File: config.mk
export PLATFORM = sky130hd
export DESIGN_NAME = serial_subtractor_flat
export DESIGN_NICKNAME = d
export VERILOG_FILES = /design/src/rtl/serial_subtractor_if.sv /design/src/rtl/serial_subtractor.sv /design/src/flat_wrapper.sv
export SDC_FILE = /design/constraint.sdc
export NUM_CORES = 1
export LEC_CHECK = 0
export ABC_CLOCK_PERIOD_IN_PS = 1200
export BUFFER_PORTS_ARGS = -buffer_cell sky130_fd_sc_hd__clkbuf_2
export CAP_MARGIN = 15
export CORE_MARGIN = 5
export CORE_UTILIZATION = 45
export DETAILED_ROUTE_END_ITERATION = 7
export PLACE_DENSITY = 0.7
export SLEW_MARGIN = 20
export SYNTH_ARGS = -nofsm -noshare
export SYNTH_HDL_FRONTEND = slang
export SYNTH_SLANG_ARGS = --single-unit
File: constraint.sdc
create_clock -name clk -period 1.2 [get_ports clk]
set_input_delay 0.24 -clock clk [delete_from_list [all_inputs] [get_ports clk]]
set_output_delay 0.24 -clock clk [all_outputs]
set_load 0.02 [all_outputs]
File: src/rtl/serial_subtractor_if.sv
// Handshake and operand/result bundle for the bit-serial subtractor.
// The master issues operations and the slave computes them.
interface serial_subtractor_if #(
   parameter int WIDTH = 4
);
   logic             start;
   logic [WIDTH-1:0] a;
   logic [WIDTH-1:0] b;
   logic             bin;
   logic             busy;
   logic             done;
   logic [WIDTH-1:0] diff;
   logic             bout;

   modport master (
      output start, a, b, bin,
      input  busy, done, diff, bout
   );

   modport slave (
      input  start, a, b, bin,
      output busy, done, diff, bout
   );
endinterface

File: src/rtl/serial_subtractor.sv
// Bit-serial unsigned subtractor: one full-subtractor cell with a registered borrow,
// computing a - b - bin LSB first over WIDTH cycles behind a start/busy/done handshake.
//
//   state | meaning
//   IDLE  | waiting for start; operands are captured on the accepting edge
//   SHIFT | one bit per cycle, WIDTH cycles, busy high
//   DONE  | one-cycle done pulse; result register was loaded on entry
module serial_subtractor #(
   parameter int WIDTH = 4
) (
   input logic                clk,
   input logic                rst,
   serial_subtractor_if.slave sub
);
   localparam int CW = (WIDTH > 1) ? $clog2(WIDTH) : 1;

   typedef enum logic [1:0] {
      IDLE  = 2'd0,
      SHIFT = 2'd1,
      DONE  = 2'd2
   } state_t;

   state_t           state_q;
   state_t           state_d;
   logic [WIDTH-1:0] a_sr;
   logic [WIDTH-1:0] b_sr;
   logic [WIDTH-1:0] diff_sr;
   logic [WIDTH-1:0] diff_q;
   logic             br;
   logic             bout_q;
   logic [CW-1:0]    cnt;
   logic             d_bit;
   logic             br_next;
   logic             last_bit;

   always_comb begin
      d_bit    = a_sr[0] ^ b_sr[0] ^ br;
      br_next  = (~a_sr[0] & b_sr[0]) | (~(a_sr[0] ^ b_sr[0]) & br);
      last_bit = (cnt == CW'(WIDTH - 1));
   end

   always_ff @(posedge clk) begin
      if (rst) begin
         state_q <= IDLE;
      end else begin
         state_q <= state_d;
      end
   end

   always_comb begin
      state_d = state_q;
      case (state_q)
         IDLE:    if (sub.start) state_d = SHIFT;
         SHIFT:   if (last_bit) state_d = DONE;
         DONE:    state_d = IDLE;
         default: state_d = IDLE;
      endcase
   end

   always_ff @(posedge clk) begin
      if (rst) begin
         a_sr    <= '0;
         b_sr    <= '0;
         diff_sr <= '0;
         br      <= 1'b0;
         cnt     <= '0;
         diff_q  <= '0;
         bout_q  <= 1'b0;
      end else begin
         case (state_q)
            IDLE: begin
               if (sub.start) begin
                  a_sr    <= sub.a;
                  b_sr    <= sub.b;
                  diff_sr <= '0;
                  br      <= sub.bin;
                  cnt     <= '0;
               end
            end
            SHIFT: begin
               a_sr    <= {1'b0, a_sr[WIDTH-1:1]};
               b_sr    <= {1'b0, b_sr[WIDTH-1:1]};
               diff_sr <= {d_bit, diff_sr[WIDTH-1:1]};
               br      <= br_next;
               // Result register only moves on the final bit, so it holds across later operations.
               if (last_bit) begin
                  cnt    <= '0;
                  diff_q <= {d_bit, diff_sr[WIDTH-1:1]};
                  bout_q <= br_next;
               end else begin
                  cnt <= cnt + 1'b1;
               end
            end
            default: ;
         endcase
      end
   end

   assign sub.busy = (state_q == SHIFT);
   assign sub.done = (state_q == DONE);
   assign sub.diff = diff_q;
   assign sub.bout = bout_q;
endmodule

File: src/flat_wrapper.sv
// flat-port wrapper written by rule: the top's interface ports become plain ports
module serial_subtractor_flat 
#(
   parameter int WIDTH = 4
)
  (clk, rst, sub_start, sub_a, sub_b, sub_bin, sub_busy, sub_done, sub_diff, sub_bout);
  serial_subtractor_if #(.WIDTH(WIDTH)) sub_i ();
  input logic clk;
  input logic rst;
  input wire logic [$bits(sub_i.start)-1:0] sub_start;
  input wire logic [$bits(sub_i.a)-1:0] sub_a;
  input wire logic [$bits(sub_i.b)-1:0] sub_b;
  input wire logic [$bits(sub_i.bin)-1:0] sub_bin;
  output wire logic [$bits(sub_i.busy)-1:0] sub_busy;
  output wire logic [$bits(sub_i.done)-1:0] sub_done;
  output wire logic [$bits(sub_i.diff)-1:0] sub_diff;
  output wire logic [$bits(sub_i.bout)-1:0] sub_bout;
  assign sub_i.start = sub_start;
  assign sub_i.a = sub_a;
  assign sub_i.b = sub_b;
  assign sub_i.bin = sub_bin;
  assign sub_busy = sub_i.busy;
  assign sub_done = sub_i.done;
  assign sub_diff = sub_i.diff;
  assign sub_bout = sub_i.bout;
  serial_subtractor #(.WIDTH(WIDTH)) u_core (.clk(clk), .rst(rst), .sub(sub_i));
endmodule
==> impl_metrics.env <==
export IMPL_status="complete, but fails checks"
export IMPL_failed_checks="negative setup slack"
export IMPL_p_per_area_nw_per_um2=1080
export IMPL_peakVddDrop_mv=1.22
export IMPL_cts_tree="built"
export IMPL_fmax_mhz=779
export IMPL_wl_um=2060
export IMPL_synth_area_leaders="dfxtp_1, nor2_1, a21oi_1"
export IMPL_mappedNetlistArea_sq_um=945
export IMPL_drv_slew=0
export IMPL_final_hold_viol_count=0
export IMPL_n_fill_cell=165
export IMPL_antenna_found_initial=0
export IMPL_grt_start_max_net_pins=16
export IMPL_rows=16
export IMPL_seq_area_sq_um=427
export IMPL_cpPeakStageDelay_ns=0.39
export IMPL_worstSetupPathType="register to primary output"
export IMPL_clkTransAtPathRegs_ns=0.13
export IMPL_synth_top_cell_area_share=0.445
export IMPL_rsz0062_at_grt="true"
export IMPL_maxCapViolCount=0
export IMPL_cts_buffers=3
export IMPL_clk_latency_ns=0.31
export IMPL_synth_edf_count=0
export IMPL_crit_arrival_ns=1.04
export IMPL_cts_max_path_buffers=2
export IMPL_antenna_cells=0
export IMPL_cp_buffers_inverters=2
export IMPL_grt_usage=0.138
export IMPL_critPathCaptureType="primary output"
export IMPL_synth_warnings=0
export IMPL_die_area_sq_um=3120
export IMPL_setup_viol_count_final=4
export IMPL_worst_path_max_delay_cell="dfxtp_2"
export IMPL_multi_input_area_sq_um=513
export IMPL_fp_dieW_um=55.8
export IMPL_gr_total_overflow=0
export IMPL_grt_pass1_wl_um=3480
export IMPL_crit_fanout=4
export IMPL_start_kind="register"
export IMPL_finalWorstSetupSlack_ns=-0.0833
export IMPL_yosysSeqAreaShare=0.445
export IMPL_yosysTopAreaCell="dfxtp_1"
export IMPL_ant_nets=0
export IMPL_hp_class="primary input to register"
export IMPL_first_pass_iters=5
export IMPL_synth_cell_types=26
export IMPL_worst_path_most_repeated_cell="buf_6"
export IMPL_coreArea_sq_um=1980
export IMPL_port_buffers=18
export IMPL_synth_nets=118
export IMPL_clkSinkCount=21
export IMPL_die_h_um=55.8
export IMPL_worst_clock_skew_ns=0.00917
export IMPL_cts_max_level=1
export IMPL_relSlewSlack=0.774
export IMPL_path_cells="buf_6 > nor2b_4 > buf_6"
export IMPL_start_util=0.477
export IMPL_leakagePower_uw=0.000529
export IMPL_tightest_slew_ns=0.339
export IMPL_finalCritPeriodShare=1.07
export IMPL_postSynthCellCount=104
export IMPL_io_pins=19
export IMPL_synthArstFlopShare=0
export IMPL_crit_required_ns=0.96
export IMPL_wire_per_inst_um=12.8
export IMPL_hpwl_um=1430
export IMPL_place_gp_congestion=0.729
export IMPL_area_delta_synth_final_pct=32.3
export IMPL_dr_first_iter_drc_count=28
export IMPL_route_detailed_drc=0
export IMPL_avgSynthCellArea_sq_um=9.08
export IMPL_fin_util=0.631
export IMPL_synth_seq_cells=21
export IMPL_nNetsFinal=149
export IMPL_synthMostInstantiatedCell="dfxtp_1"
export IMPL_final_area_sq_um=1250
export IMPL_yosys_top_cells_count="dfxtp_1, nor2_1, a21oi_1, inv_1, mux2i_1"
export IMPL_synth_main_ff_cell="dfxtp_1"
export IMPL_viasPerCell=5.15
export IMPL_place_area_sq_um=1090
export IMPL_root_buffer="clkbuf_4"
export IMPL_drive_gt1_frac=0.440
export IMPL_grt_pass1_vias=798
export IMPL_crit_family="flip-flops"
export IMPL_num_vias=829
export IMPL_min_period_ns=1.28
==> cells by family (layout without fill, tap and decap cells) <==
kind of cell    count (synthesis)  after routing  share of synthesized area
simple gates                   34             34                      0.164
buf+inv                        13             43                     0.0781
compound gates                 28             28                      0.215
flops                          21             21                      0.445
mux                             6              6                     0.0636
fa+ha+maj                       2              2                     0.0344
==> registers in the layout, indices dropped and copies added (netlist names) <==
name,flops
u_core.a_sr,4
u_core.sub.diff,4
u_core.b_sr,4
u_core.diff_sr,3
u_core.state_q,2
u_core.sub.bout,1
u_core.cnt,2
u_core.br,1
==> metal layers <==
metal  up-vias  wire (um)  global-route usage
met5         -          0                   0
met4         0         23              0.0339
met3         2        114              0.0557
met2        20        965               0.233
met1       384        953               0.164
li1        423          -                   -
==> worst reg2reg max path: stages (launching register included) <==
cell,delay [ns]
dfxtp_2,0.35
inv_2,0.04
fa_2,0.60
nand3_2,0.09
a21oi_2,0.13
==> cells in the final DEF (no fill, tap or decap), types with 3 or more instances in the layout <==
cell      instances
inv_1             3
buf_4            13
nor2_1           17
a21oi_1          11
mux2i_1           6
o221a_1           3
inv_2             3
dfxtp_1          16
nand3b_1          3
a22oi_1           4
clkbuf_2         16
clkbuf_4          3
dfxtp_2           5
nand3_1           3
nand2_1           4
==> power breakdown <==
part / switching [uW] / total (uW) / internal [uW] / leakage [uW]
Clock: 224 / 351 / 127 / 0.0000139
Sequential: 26.0 / 759 / 733 / 0.000174
Combinational: 121 / 241 / 120 / 0.000341
Total: 371 / 1350 / 981 / 0.000529
==> cell type report <==
type                    count  share of cell area
clock buffers               3              0.0180
inverters                   7              0.0250
well taps                  27              0.0270
clock inverters             1             0.00601
flip-flops and latches     21               0.341
repair buffers             32               0.172
multi-input cells          70               0.410
==> per-stage QoR <==
step	TNS [ns]	setup WS, ns	power (uW)	hold slack (ns)	cells
2_1_floorplan	0	0.0158	907	0.400	104
3_3_place_gp	-0.00228	-0.00228	956	0.442	152
3_5_place_dp	-0.116	-0.0640	965	0.456	152
4_1_cts	-0.292	-0.124	1330	0.175	160
5_1_grt	-0.534	-0.152	1410	0.189	161
6_report	-0.232	-0.0833	1350	0.176	161
==> worst paths after layout <==
| kind | start | endpoint | slack [ns] | depth (start not counted) |
|---|---|---|---|---|
| worst max register to register | u_core.b_sr[0] | u_core.sub.diff[3] | -0.08 | 4 |
| worst max-delay path | u_core.state_q[1] | sub_done | -0.08 | 3 |
| worst min register to register | u_core.sub.diff[0] | u_core.sub.diff[0] | 0.47 | 2 |
| worst min-delay path | sub_a[3] | u_core.a_sr[3] | 0.18 | 3 |
==> what timing repair did <==
item | in CTS | in global routing
setup buffers | 4 | 1
endpoints found under the setup margin | 5 | 17
resized for setup | 14 | 15
hold buffers | 0 | 0
pin swaps | 2 | 6
Note: power is estimated with default switching activity, not from simulation.
